**config.mk**
```make
export PLATFORM = sky130hd
export DESIGN_NAME = lectura_rtc
export DESIGN_NICKNAME = d
export VERILOG_FILES = /design/src/rtl/rtc_pkg.sv /design/src/rtl/contador_refresco.sv /design/src/rtl/lectura_rtc.sv
export SDC_FILE = /design/constraint.sdc
export NUM_CORES = 1
export LEC_CHECK = 0
export CAP_MARGIN = 30
export CORE_MARGIN = 2
export CORE_UTILIZATION = 61
export CTS_CLUSTER_SIZE = 25
export DETAILED_ROUTE_END_ITERATION = 12
export GPL_TIMING_DRIVEN = 0
export HOLD_SLACK_MARGIN = 0.1
export PLACE_DENSITY = 0.85
export SYNTH_ARGS = -nofsm -noshare
export SYNTH_HDL_FRONTEND = slang
export SYNTH_SLANG_ARGS = --single-unit
```
**constraint.sdc**
```tcl
create_clock -name CLK -period 12.8 [get_ports CLK]
set_input_delay 2.56 -clock CLK [delete_from_list [all_inputs] [get_ports CLK]]
set_output_delay 2.56 -clock CLK [all_outputs]
set_load 0.02 [all_outputs]
```
**src/rtl/rtc_pkg.sv**
```systemverilog
// Shared definitions for the V3023 RTC read/write sequencers:
// register map, sweep length, FSM state codes and BCD helpers.
package rtc_pkg;

  localparam int NUM_REG = 9;
  localparam int IDX_W   = 4;

  typedef enum logic [2:0] {
    S_IDLE,
    S_REQ,
    S_WAIT,
    S_NEXT,
    S_COMMIT
  } state_e;

  // Index 0 is segundos, index 8 is thor.
  typedef logic [NUM_REG-1:0][7:0] bank_t;

  function automatic logic [7:0] addr_of(input logic [IDX_W-1:0] idx);
    logic [7:0] a;
    case (idx)
      4'd0:    a = 8'h21;
      4'd1:    a = 8'h22;
      4'd2:    a = 8'h23;
      4'd3:    a = 8'h24;
      4'd4:    a = 8'h25;
      4'd5:    a = 8'h26;
      4'd6:    a = 8'h41;
      4'd7:    a = 8'h42;
      4'd8:    a = 8'h43;
      default: a = 8'h00;
    endcase
    return a;
  endfunction

  function automatic logic is_bcd(input logic [7:0] b);
    return (b[7:4] <= 4'd9) && (b[3:0] <= 4'd9);
  endfunction

endpackage

```
**src/rtl/contador_refresco.sv**
```systemverilog
// Free-running modulo-MAX counter with synchronous clear-to-zero and a
// terminal-count flag; used for both the refresh period and the fin timeout.
module contador_refresco #(
  parameter int MAX = 16
) (
  input  logic clk,
  input  logic rst,
  input  logic load,
  input  logic en,
  output logic tc
);

  localparam int           W    = (MAX > 1) ? $clog2(MAX) : 1;
  localparam logic [W-1:0] LAST = W'(MAX - 1);

  logic [W-1:0] cnt_q, cnt_d;

  assign tc = (cnt_q == LAST);

  always_comb begin
    cnt_d = cnt_q;
    if (load)    cnt_d = '0;
    else if (en) cnt_d = tc ? '0 : cnt_q + W'(1);
  end

  always_ff @(posedge clk or posedge rst) begin
    if (rst) cnt_q <= '0;
    else     cnt_q <= cnt_d;
  end

endmodule

```
**src/rtl/lectura_rtc.sv**
```systemverilog
// RTC read sequencer: sweeps the nine time/timer registers through the bus
// engine into a shadow bank and commits it atomically only after a clean sweep.
module lectura_rtc
  import rtc_pkg::*;
#(
  parameter int REFRESH = 10_000_000,
  parameter int TIMEOUT = 4096
) (
  input  logic       CLK,
  input  logic       reset,
  input  logic       iniciar,
  input  logic       habilitar,
  input  logic       fin,
  input  logic [7:0] Dato_in,
  output logic [7:0] ADD2,
  output logic       leer,
  output logic       ocupado,
  output logic       listo,
  output logic       error_bcd,
  output logic       error_bus,
  output logic [7:0] segundos,
  output logic [7:0] minutos,
  output logic [7:0] horas,
  output logic [7:0] dia,
  output logic [7:0] mes,
  output logic [7:0] anio,
  output logic [7:0] tseg,
  output logic [7:0] tmin,
  output logic [7:0] thor
);

  localparam logic [IDX_W-1:0] LAST_IDX = IDX_W'(NUM_REG - 1);

  state_e           state_q, state_d;
  logic [IDX_W-1:0] idx_q, idx_d;
  logic [7:0]       add2_q, add2_d;
  bank_t            shadow_q, shadow_d;
  bank_t            bank_q, bank_d;
  logic             bad_q, bad_d;
  logic             abort_q, abort_d;
  logic             hab_q, hab_d;
  logic             listo_q, listo_d;
  logic             ebcd_q, ebcd_d;
  logic             ebus_q, ebus_d;

  logic ref_tc, tmo_tc, trigger, start, hab_fall;

  assign trigger  = iniciar | (ref_tc & habilitar);
  assign start    = (state_q == S_IDLE) & trigger;
  assign hab_fall = hab_q & ~habilitar;

  contador_refresco #(.MAX(REFRESH)) u_refresco (
    .clk  (CLK),
    .rst  (reset),
    .load (start),
    .en   (habilitar),
    .tc   (ref_tc)
  );

  contador_refresco #(.MAX(TIMEOUT)) u_timeout (
    .clk  (CLK),
    .rst  (reset),
    .load (state_q == S_REQ),
    .en   (state_q == S_WAIT),
    .tc   (tmo_tc)
  );

  always_comb begin
    state_d  = state_q;
    idx_d    = idx_q;
    add2_d   = add2_q;
    shadow_d = shadow_q;
    bank_d   = bank_q;
    bad_d    = bad_q;
    abort_d  = abort_q;
    hab_d    = habilitar;
    listo_d  = 1'b0;
    ebcd_d   = ebcd_q;
    ebus_d   = ebus_q;

    // A falling habilitar is remembered and acted on once the current
    // transaction has finished, so the bus engine is never left mid-cycle.
    if (state_q != S_IDLE && hab_fall) abort_d = 1'b1;

    unique case (state_q)
      S_IDLE: begin
        if (start) begin
          state_d = S_REQ;
          idx_d   = '0;
          add2_d  = addr_of('0);
          bad_d   = 1'b0;
          abort_d = 1'b0;
        end
      end
      S_REQ: state_d = S_WAIT;
      S_WAIT: begin
        if (fin) begin
          shadow_d[idx_q] = Dato_in;
          if (!is_bcd(Dato_in)) bad_d = 1'b1;
          state_d = S_NEXT;
        end else if (tmo_tc) begin
          ebus_d  = 1'b1;
          state_d = S_IDLE;
        end
      end
      S_NEXT: begin
        if (abort_q || hab_fall) begin
          state_d = S_IDLE;
        end else if (idx_q == LAST_IDX) begin
          // Commit is registered on entry to COMMIT so listo and the new
          // bank appear in the same cycle.
          state_d = S_COMMIT;
          idx_d   = idx_q + IDX_W'(1);
          if (!bad_q) begin
            bank_d  = shadow_q;
            listo_d = 1'b1;
            ebcd_d  = 1'b0;
            ebus_d  = 1'b0;
          end else begin
            ebcd_d  = 1'b1;
          end
        end else begin
          idx_d   = idx_q + IDX_W'(1);
          add2_d  = addr_of(idx_q + IDX_W'(1));
          state_d = S_REQ;
        end
      end
      S_COMMIT: state_d = S_IDLE;
      default:  state_d = S_IDLE;
    endcase
  end

  always_ff @(posedge CLK or posedge reset) begin
    if (reset) begin
      state_q  <= S_IDLE;
      idx_q    <= '0;
      add2_q   <= 8'h00;
      shadow_q <= '0;
      bank_q   <= '0;
      bad_q    <= 1'b0;
      abort_q  <= 1'b0;
      hab_q    <= 1'b0;
      listo_q  <= 1'b0;
      ebcd_q   <= 1'b0;
      ebus_q   <= 1'b0;
    end else begin
      state_q  <= state_d;
      idx_q    <= idx_d;
      add2_q   <= add2_d;
      shadow_q <= shadow_d;
      bank_q   <= bank_d;
      bad_q    <= bad_d;
      abort_q  <= abort_d;
      hab_q    <= hab_d;
      listo_q  <= listo_d;
      ebcd_q   <= ebcd_d;
      ebus_q   <= ebus_d;
    end
  end

  assign ADD2      = add2_q;
  assign leer      = (state_q == S_REQ);
  assign ocupado   = (state_q != S_IDLE);
  assign listo     = listo_q;
  assign error_bcd = ebcd_q;
  assign error_bus = ebus_q;

  assign segundos = bank_q[0];
  assign minutos  = bank_q[1];
  assign horas    = bank_q[2];
  assign dia      = bank_q[3];
  assign mes      = bank_q[4];
  assign anio     = bank_q[5];
  assign tseg     = bank_q[6];
  assign tmin     = bank_q[7];
  assign thor     = bank_q[8];

endmodule

```
==> results.ini <==
[global_route]
grt_start_max_net_pins = 123
overflow = 0
grt_pass1_vias = 5904
grt_pass1_wl_um = 31200
antenna_found_initial = 0
grtUsageTotal_pct = 25.5

[finish]
fin_util_pct = 73.9
final_common_cell = dfrtp_1
nNetsFinal = 780
final_layout_size_suffix_gt1_share_pct = 28.0
mostFrequentLayoutCells = dfrtp_1 (198), clkdlybuf4s50_1 (88), mux2_2 (86)
reg_top3 = shadow_q x72, u_refresco.cnt_q x24, u_timeout.cnt_q x12
fill_cells = 851
largest_register_ffs = 72
antenna_cells = 0
fin_area_um2 = 10600
areaGrowthSynthToFinish_pct = 20.0
stdcell_count = 955
top_register = shadow_q
multi_input_area_um2 = 3620
regArea_um2 = 4950

[critical_path]
reg2reg_to = u_refresco.cnt_q[15]
r2r_slack_ns = 10.30
arrival_ns = 2.27
worst_setup_path_end_kind = output port
r2r_cells = 8
startpoint_type = flip-flop
r2r-start = u_refresco.cnt_q[0]
cp_data_required_time_ns = 10.24
slowest_delay_ns = 0.73
cpMaxStageDelayCell = clkdlybuf4s50_1
crit_chain = nor3b_1 -> clkdlybuf4s50_1
cp_max_fo = 7
path_class = flip-flop to output port

[yosys]
async_flop_share_pct = 100
syn_inst = 649
ys_ff_latch = 198
synth-seq-area-share_pct = 56.0
ys.flop_type = dfrtp_1
synth_edf_count = 0
yosys-top-cells-area = dfrtp_1 (56%), mux2_2 (11%), mux2_4 (10%)
synth_top_area_share_pct = 56.0
avgSynthCellArea_um2 = 13.6
ys_warn_count = 0
yosys.area.top_type = dfrtp_1
synth.distinct_cells = 70
syn_area_um2 = 8850

[clock_tree]
clock_latency_ns = 0.43
post_cts_resized = 0
postCtsSetupBuffers = 0
clockBufferDepth = 2
cts_buffers = 17
clkTransAtPathRegs_ns = 0.07
hold_buffers = 0
cts_tree = yes
clockRootBuffer = clkbuf_16
htreeDepth = 4
cts.sinks = 198

[routing]
drt_wl_total_um = 18900
vias_per_cell = 5.94
num_vias = 5671
drt_iter0_drc = 509
remaining_drc_errors = 0
antenna_left = 0
wl_per_cell_um = 19.7
dr.pass1.iters = 5

[timing]
maxSlewHeadroom_pct = 49.2
worst_hold_slack_ns = 0.499
drv_slew = 0
finalSetupViolCount = 0
finalHoldViolCount = 0
post-route-period-util_pct = 37.8
max_freq_mhz = 207
rsz0062_at_grt = false
postLayoutSetupSlackWorst_ns = 7.97
tns_ns = 0
max_slew.worst_pin.slew_ns = 0.756
post-route-min-period_ns = 4.83
finClkSkew_ns = 0.0104

[placed_design]
dp_hpwl_um = 12300
dpl_cell_area_um2 = 10000
pre_cts_ws_ns = 7.72
place.port_buffers = 88
gp_congestion = 0.899
dp_cells = 924

[worst_hold_path]
min_to = shadow_q[63]
hold_depth = 1
hold_path.class = flip-flop to flip-flop
min-delay-start = shadow_q[63]

[flow_run]
max_cap_viol_count = 0

[pwr]
power.density_nw_per_um2 = 159
leakage_nw = 4.94
max-vdd-ir-drop_mv = 0.103
p_total_mw = 1.69

[floorplan]
die_h_um = 124
start_util_pct = 61.6
core_um2 = 14400
fp-row-count = 44
die_w_um = 124
die_area_um2 = 15500
pin_count = 98

[status]
status = finished clean

==> cell families (layout without fill, tap and decap cells) <==
kind of cell / Yosys count / in the layout / synth area share [%]
AOI/OAI and AO/OA: 70 / 70 / 5.31
xor gates and xnor gates: 15 / 15 / 1.48
adders and majority gates: 8 / 8 / 1.13
buffers and inverters: 37 / 157 / 3.17
DFF: 198 / 198 / 56.0
muxes: 151 / 151 / 21.7
other: 1 / 3 / 0.0424
and+or+nand+nor: 169 / 169 / 11.2
==> worst max-delay path by stage <==
| stage | to | slack, ns | startpoint | cells after the start |
|---|---|---|---|---|
| 6_report | leer | 7.97 | state_q[0] | 2 |
| 4_1_cts | leer | 7.95 | state_q[0] | 2 |
| 2_1_floorplan | ADD2[0] | 4.84 | reset | 1 |
| 3_3_place_gp | tseg[2] | 2.84 | reset | 2 |
| 5_1_grt | leer | 7.84 | state_q[0] | 2 |
| 3_5_place_dp | tseg[0] | 7.72 | habilitar | 9 |
==> final cells by class <==
class / count / share of cell area (%)
plain buffers: 30 / 2.39
clock buffers: 23 / 4.50
clock inverters: 8 / 1.28
inverters: 7 / 0.318
multi-input cells: 416 / 34.1
flip-flops and latches: 198 / 46.7
well taps: 184 / 2.17
repair buffers: 89 / 8.55
==> worst max-delay path, delay by kind of cell, from the launching register on <==
| family | cells | cell delay (ns) |
|---|---|---|
| buffers and inverters | 1 | 0.73 |
| flip-flops | 1 | 0.48 |
| AND/OR/NAND/NOR | 1 | 0.63 |
==> cell usage after synthesis, types with 3 or more instances <==
master	number
a21oi_1	15
a22o_1	3
a31oi_1	13
and2_1	3
and3_1	5
buf_1	6
buf_12	6
buf_2	4
buf_4	3
clkbuf_1	7
dfrtp_1	198
ha_1	8
inv_1	7
mux2_1	4
mux2_2	86
mux2_4	60
nand2_1	38
nand2_4	4
nand3_1	30
nand4_1	10
nor2_1	33
nor2b_1	3
nor3_1	6
nor4_1	3
o21ai_0	18
or3b_2	5
xnor2_1	6
xor2_1	9
==> routing by layer <==
| metal | routed length, um | share of wire, % | GRT usage [%] |
|---|---|---|---|
| met5 | 0 | 0 | 0 |
| met4 | 437 | 2.3 | 9.78 |
| met3 | 1100 | 5.8 | 6.14 |
| met2 | 9010 | 48 | 39.5 |
| met1 | 8310 | 44 | 35.4 |
==> power breakdown <==
part           leakage [nW]  internal (mW)  switching (mW)
Clock                 0.301          0.326           0.237
Combinational          1.95          0.158           0.176
Sequential             2.70          0.717          0.0722
Note: power is estimated with default switching activity, not from simulation.
